File: src/rtl/median_frame_sequencer.sv
// Frame sequencer for the RGB median filter: streams source pixels to the
// filter under valid/stall and captures median results into the destination RAM.
module median_frame_sequencer #(
  parameter int DATA_WIDTH  = 8,
  parameter int IMG_WIDTH   = 229,
  parameter int IMG_HEIGHT  = 229,
  parameter int WINDOW_SIZE = 5,
  parameter int ADDR_WIDTH  = 16
) (
  input  logic                    clk,
  input  logic                    rst,
  input  logic                    start,
  input  logic                    abort,
  output logic                    src_rd_en,
  output logic [ADDR_WIDTH-1:0]   src_addr,
  input  logic [3*DATA_WIDTH-1:0] src_rd_data,
  output logic [3*DATA_WIDTH-1:0] filt_pixel,
  output logic                    filt_valid,
  input  logic                    filt_stall,
  output logic                    filt_more_pixels,
  input  logic                    filt_out_valid,
  input  logic [3*DATA_WIDTH-1:0] filt_median,
  output logic                    dst_wr_en,
  output logic [ADDR_WIDTH-1:0]   dst_addr,
  output logic [3*DATA_WIDTH-1:0] dst_wr_data,
  output logic                    busy,
  output logic                    frame_done,
  output logic                    err_overflow
);

  localparam int PAD         = WINDOW_SIZE / 2;
  localparam int NUM_PIXELS  = IMG_WIDTH * IMG_HEIGHT;
  localparam int MAX_WINDOWS = (IMG_HEIGHT - 2*PAD) * (IMG_WIDTH - 2*PAD);
  localparam int PW          = 3 * DATA_WIDTH;

  localparam logic [ADDR_WIDTH-1:0] LAST_PIX = ADDR_WIDTH'(NUM_PIXELS - 1);
  localparam logic [ADDR_WIDTH-1:0] MAX_WIN  = ADDR_WIDTH'(MAX_WINDOWS);

  typedef enum logic [2:0] {
    IDLE, FETCH, LOAD, PRESENT, DRAIN, DONE
  } state_t;

  state_t                state;
  logic [ADDR_WIDTH-1:0] rd_ptr;
  logic [ADDR_WIDTH-1:0] out_count;
  logic [PW-1:0]         pix_reg;
  logic                  capture;

  assign capture    = (state != IDLE) && (state != DONE);
  assign src_addr   = rd_ptr;
  assign filt_pixel = pix_reg;

  always_ff @(posedge clk or posedge rst) begin
    if (rst) begin
      state            <= IDLE;
      rd_ptr           <= '0;
      out_count        <= '0;
      pix_reg          <= '0;
      src_rd_en        <= 1'b0;
      filt_valid       <= 1'b0;
      filt_more_pixels <= 1'b0;
      dst_wr_en        <= 1'b0;
      dst_addr         <= '0;
      dst_wr_data      <= '0;
      busy             <= 1'b0;
      frame_done       <= 1'b0;
      err_overflow     <= 1'b0;
    end else begin
      frame_done <= 1'b0;
      dst_wr_en  <= 1'b0;
      if (state != IDLE && abort) begin
        // a result captured this cycle is dropped with the frame
        state            <= IDLE;
        src_rd_en        <= 1'b0;
        filt_valid       <= 1'b0;
        filt_more_pixels <= 1'b0;
        busy             <= 1'b0;
      end else begin
        if (capture && filt_out_valid) begin
          if (out_count < MAX_WIN) begin
            dst_wr_en   <= 1'b1;
            dst_addr    <= out_count;
            dst_wr_data <= filt_median;
            out_count   <= out_count + 1'b1;
          end else begin
            err_overflow <= 1'b1;
          end
        end
        unique case (state)
          IDLE: if (start && !abort) begin
            state            <= FETCH;
            rd_ptr           <= '0;
            out_count        <= '0;
            err_overflow     <= 1'b0;
            src_rd_en        <= 1'b1;
            filt_more_pixels <= 1'b1;
            busy             <= 1'b1;
          end
          FETCH: begin
            state     <= LOAD;
            src_rd_en <= 1'b0;
          end
          LOAD: begin
            state      <= PRESENT;
            pix_reg    <= src_rd_data;
            filt_valid <= 1'b1;
          end
          PRESENT: if (!filt_stall) begin
            filt_valid <= 1'b0;
            if (rd_ptr == LAST_PIX) begin
              state            <= DRAIN;
              filt_more_pixels <= 1'b0;
            end else begin
              state     <= FETCH;
              rd_ptr    <= rd_ptr + 1'b1;
              src_rd_en <= 1'b1;
            end
          end
          DRAIN: if (out_count == MAX_WIN && !dst_wr_en) begin
            state      <= DONE;
            frame_done <= 1'b1;
          end
          DONE: begin
            state <= IDLE;
            busy  <= 1'b0;
          end
          default: state <= IDLE;
        endcase
      end
    end
  end

endmodule

File: config.mk
export PLATFORM = sky130hd
export DESIGN_NAME = median_frame_sequencer
export DESIGN_NICKNAME = d
export VERILOG_FILES = /design/src/rtl/median_frame_sequencer.sv
export SDC_FILE = /design/constraint.sdc
export NUM_CORES = 1
export LEC_CHECK = 0
export ABC_AREA = 1
export BUFFER_PORTS_ARGS = -buffer_cell sky130_fd_sc_hd__buf_2
export CORE_AREA = 2 2 149 78
export DETAILED_ROUTE_END_ITERATION = 10
export DIE_AREA = 0 0 151 80
export HOLD_SLACK_MARGIN = 0.02
export PLACE_DENSITY = 0.75
export SLEW_MARGIN = 20
export SYNTH_ARGS = -nofsm -noshare
export SYNTH_HDL_FRONTEND = slang
export SYNTH_SLANG_ARGS = --single-unit
File: constraint.sdc
create_clock -name clk -period 3.15 [get_ports clk]
set_clock_uncertainty 0.05 [all_clocks]
set_input_delay 0.1575 -clock clk [delete_from_list [all_inputs] [get_ports clk]]
set_output_delay 0.1575 -clock clk [all_outputs]
set_load 0.005 [all_outputs]
==> impl_metrics.toml <==
[power_and_ir_drop]
p_leak_nw = 3.337
switchingPower_mw = 1.672
share_comb_of_total_power_pct = 33.8
peakVddDrop_mv = 0.3584
pwr_density_cell_nw_per_um2 = 736.8
sw_frac_of_total_pct = 34.46
p_seq_share_pct = 43.1
clockPowerShare_pct = 23.1
internal_power_mw = 3.180

[finish]
antenna_cells = 0
drive_gt1_share_pct = 26.78
synthToLayoutAreaGrowth_pct = 32.87
fill_cells = 884
finalNetCount = 812

[global_route]
grt-ovfl-total = 0
grt_pass1_wl_um = 20980
antenna_found_initial = 0
use_met2_pct = 33.86
grt_busiest_layer = "met2"
grt_use_total_pct = 22.53
grt_pass1_vias = 4189
met3_usage_pct = 7.086
use_met1_pct = 32.05
grt_max_degree = 107

[timing]
timing.setup.tns_ns = 0
slew_viol_final = 0
worst_slack_ns = 0.8717
slew-limit-headroom_pct = 57.12
hold_violations = 0
fin_crit_ns = 2.278
setup_viol = 0
tightestPinTransition_ns = 0.6408
grt_setup_unrepaired = "false"
timing.fmax_mhz = 438.9
finalCritPeriodShare_pct = 72.33

[critical_path]
startpoint_type = "flip-flop"
reg2reg_depth = 9
crit_path_top_delay_cell = "dfrtp_1"
crit_required_ns = 3.33
crit_top_cell = "inv_2"
cp-end-kind = "flip-flop"
r2r_end = "src_addr[15]$_DFFE_PP0P_"
reg2reg_from = "state[0]$_DFFE_PP0P_"
cp_max_fo = 24
rrSetupSlack_ns = 0.87
critical_path_class = "reg -> reg"
path_cells = "inv_2 -> nor3_4 -> inv_2 -> nand2_2 -> nand2_2 -> nor2_4 -> inv_2 -> nand2_1 -> o21ai_1"
worstPathArrival_ns = 2.46
max_stage_delay_ns = 0.45

[clock_network]
cts_resized = 0
clock-sinks = 106
cts_root_buf = "clkbuf_16"
postCtsSetupRepairBufs = 0
postCtsHoldBufs = 50
cts_inserted_buffers = 9
cts.path.max_buffers = 2
htree_levels = 3
cts.reportedPaths.clkPinSlew_ns = 0.07
cts_tree = "done"
worstSkewPairLatency_ns = 0.34

[min_path]
min_path_cells = 3
min_path_type = "in -> reg"
min_from = "filt_stall"
hold_end = "filt_valid$_DFFE_PP0P_"

[detailed_routing]
drc = 0
vias = 4536
wl_um = 13320
initialDrtViolationCount = 316
dr.pass1.iters = 5
ant_nets = 0
vias_per_cell = 5.023
detail_route.wl_per_cell_um = 14.75

[outcome]
outcome = "complete, no violations"

[placed_design]
numPortBuffers = 140
pre_cts_slack_ns = 0.9191
hpwl_um = 9031
finalWeightedCongestion = 0.9600

[floorplanning]
core-area_um2 = 10740
start_util_pct = 46.13
die_width_um = 151
io_pins = 141
die_h_um = 80
die_area_um2 = 12080
rows = 27

[synth]
yosys_register_bits = 106
yosys_warnings = 0
ys_types = 33
avgSynthCellArea_um2 = 8.772
syn_inst = 565
syn-cell-area_um2 = 4956
ys_seq_area_share_pct = 53.52
synth_nets = 624

[flow_run]
maxCapViolations = 0
-- Yosys cell counts, drive strengths merged --
cell type  count  area (um2)
a211oi         2       15.01
a21oi          7       35.03
a31o           1       8.760
a31oi          2       12.51
and3           3       18.77
buf           12       75.07
clkbuf         5       18.77
clkinv         1       3.750
dfrtp        106        2653
ha             5       62.56
inv           52       195.2
mux2          24       270.3
nand2        173       661.9
nand3         40       230.2
nand4         10       62.56
nor2          54       222.7
nor3          16       91.34
nor3b          4       35.03
o21a           1       7.510
o21ai         36       180.2
xor2          11       96.34
-- through the flow --
step	utilization (%)	instances	area [um2]	hold WS (ns)	total power, mW
detailed placement	53.89	837	5789	0.3040	3.692
global route	61.30	903	6585	0.2665	5.216
CTS	61.30	903	6585	0.2035	4.878
global placement	53.89	837	5789	0.2852	3.608
floorplan	-	565	4956	0.1800	3.024
finish	61.30	903	6585	0.2199	4.852
-- metal layers --
layer,wire [um],vias to the layer above,part of all wire (%)
met5,0,-,0
li1,-,2200,-
met3,1250,14,9.4
met2,5685,192,43
met4,133,0,1.0
met1,6248,2130,47
-- power by group through the flow --
stage	Clock, mW	Sequential (mW)	Combinational, mW
2_1_floorplan	0	2.12	0.905
3_3_place_gp	0	2.07	1.54
3_5_place_dp	0	2.10	1.59
4_1_cts	1.15	2.08	1.65
5_1_grt	1.21	2.15	1.87
6_report	1.12	2.09	1.64
-- worst max-delay path by stage --
stage	from	end	slack, ns	depth (start not counted)
finish	state[0]$_DFFE_PP0P_	src_addr[15]$_DFFE_PP0P_	0.87	9
global route	state[2]$_DFFE_PP0P_	src_addr[15]$_DFFE_PP0P_	0.67	10
CTS	state[0]$_DFFE_PP0P_	src_addr[15]$_DFFE_PP0P_	0.90	9
detailed placement	state[0]$_DFFE_PP0P_	src_addr[11]$_DFFE_PP0P_	0.92	9
global placement	state[0]$_DFFE_PP0P_	src_addr[4]$_DFFE_PP0P_	1.03	9
floorplan	rst	busy$_DFFE_PP0P_	0.15	1
-- layout make-up --
type	count	area (um2)	area share, %
inverters	53	201.4	3.059
clock buffers	10	229.0	3.477
repair buffers	194	1244	18.89
clock inverters	6	66.31	1.007
well taps	145	181.4	2.755
flip-flops and latches	106	2653	40.28
multi-input cells	389	2011	30.53
-- layout by cell type, fill, tap and decap left out, drive strengths merged --
cell / synthesis / layout
a211oi: 2 / 2
bufinv: 0 / 1
ha: 5 / 5
inv: 52 / 53
clkinv: 1 / 5
a21oi: 7 / 7
dlygate4sd3: 0 / 50
nand2: 173 / 173
o21a: 1 / 1
xor2: 11 / 11
mux2: 24 / 24
nand4: 10 / 10
a31o: 1 / 1
nor2: 54 / 54
dfrtp: 106 / 106
and3: 3 / 3
o21ai: 36 / 36
a31oi: 2 / 2
nor3: 16 / 16
nor3b: 4 / 4
nand3: 40 / 40
clkbuf: 5 / 10
buf: 12 / 144
-- registers in the layout (all words and copies together) (netlist names) --
signal,cells
dst_addr,16
dst_wr_data,24
filt_valid,1
filt_more_pixels,1
busy,1
filt_pixel,24
state,3
dst_wr_en,1
frame_done,1
out_count,16
src_rd_en,1
err_overflow,1
src_addr,16
-- kinds of logic (layout without fill, tap and decap cells) --
| kind of cell | Yosys count | after routing | share of synthesized area (%) |
|---|---|---|---|
| xor gates and xnor gates | 11 | 11 | 1.944 |
| muxes | 24 | 24 | 5.453 |
| AOI/OAI and AO/OA | 49 | 49 | 5.226 |
| adders and majority gates | 5 | 5 | 1.262 |
| buffers and inverters | 70 | 263 | 5.908 |
| DFF | 106 | 106 | 53.52 |
| and+or+nand+nor | 300 | 300 | 26.69 |
-- critical path: cells and delay by family (launching register included) --
| kind | cells | cell delay (ns) |
|---|---|---|
| DFF | 1 | 0.45 |
| buffers and inverters | 3 | 0.48 |
| AOI/OAI and AO/OA | 1 | 0.06 |
| and+or+nand+nor | 5 | 1.13 |
Note: power is estimated with default switching activity, not from simulation.
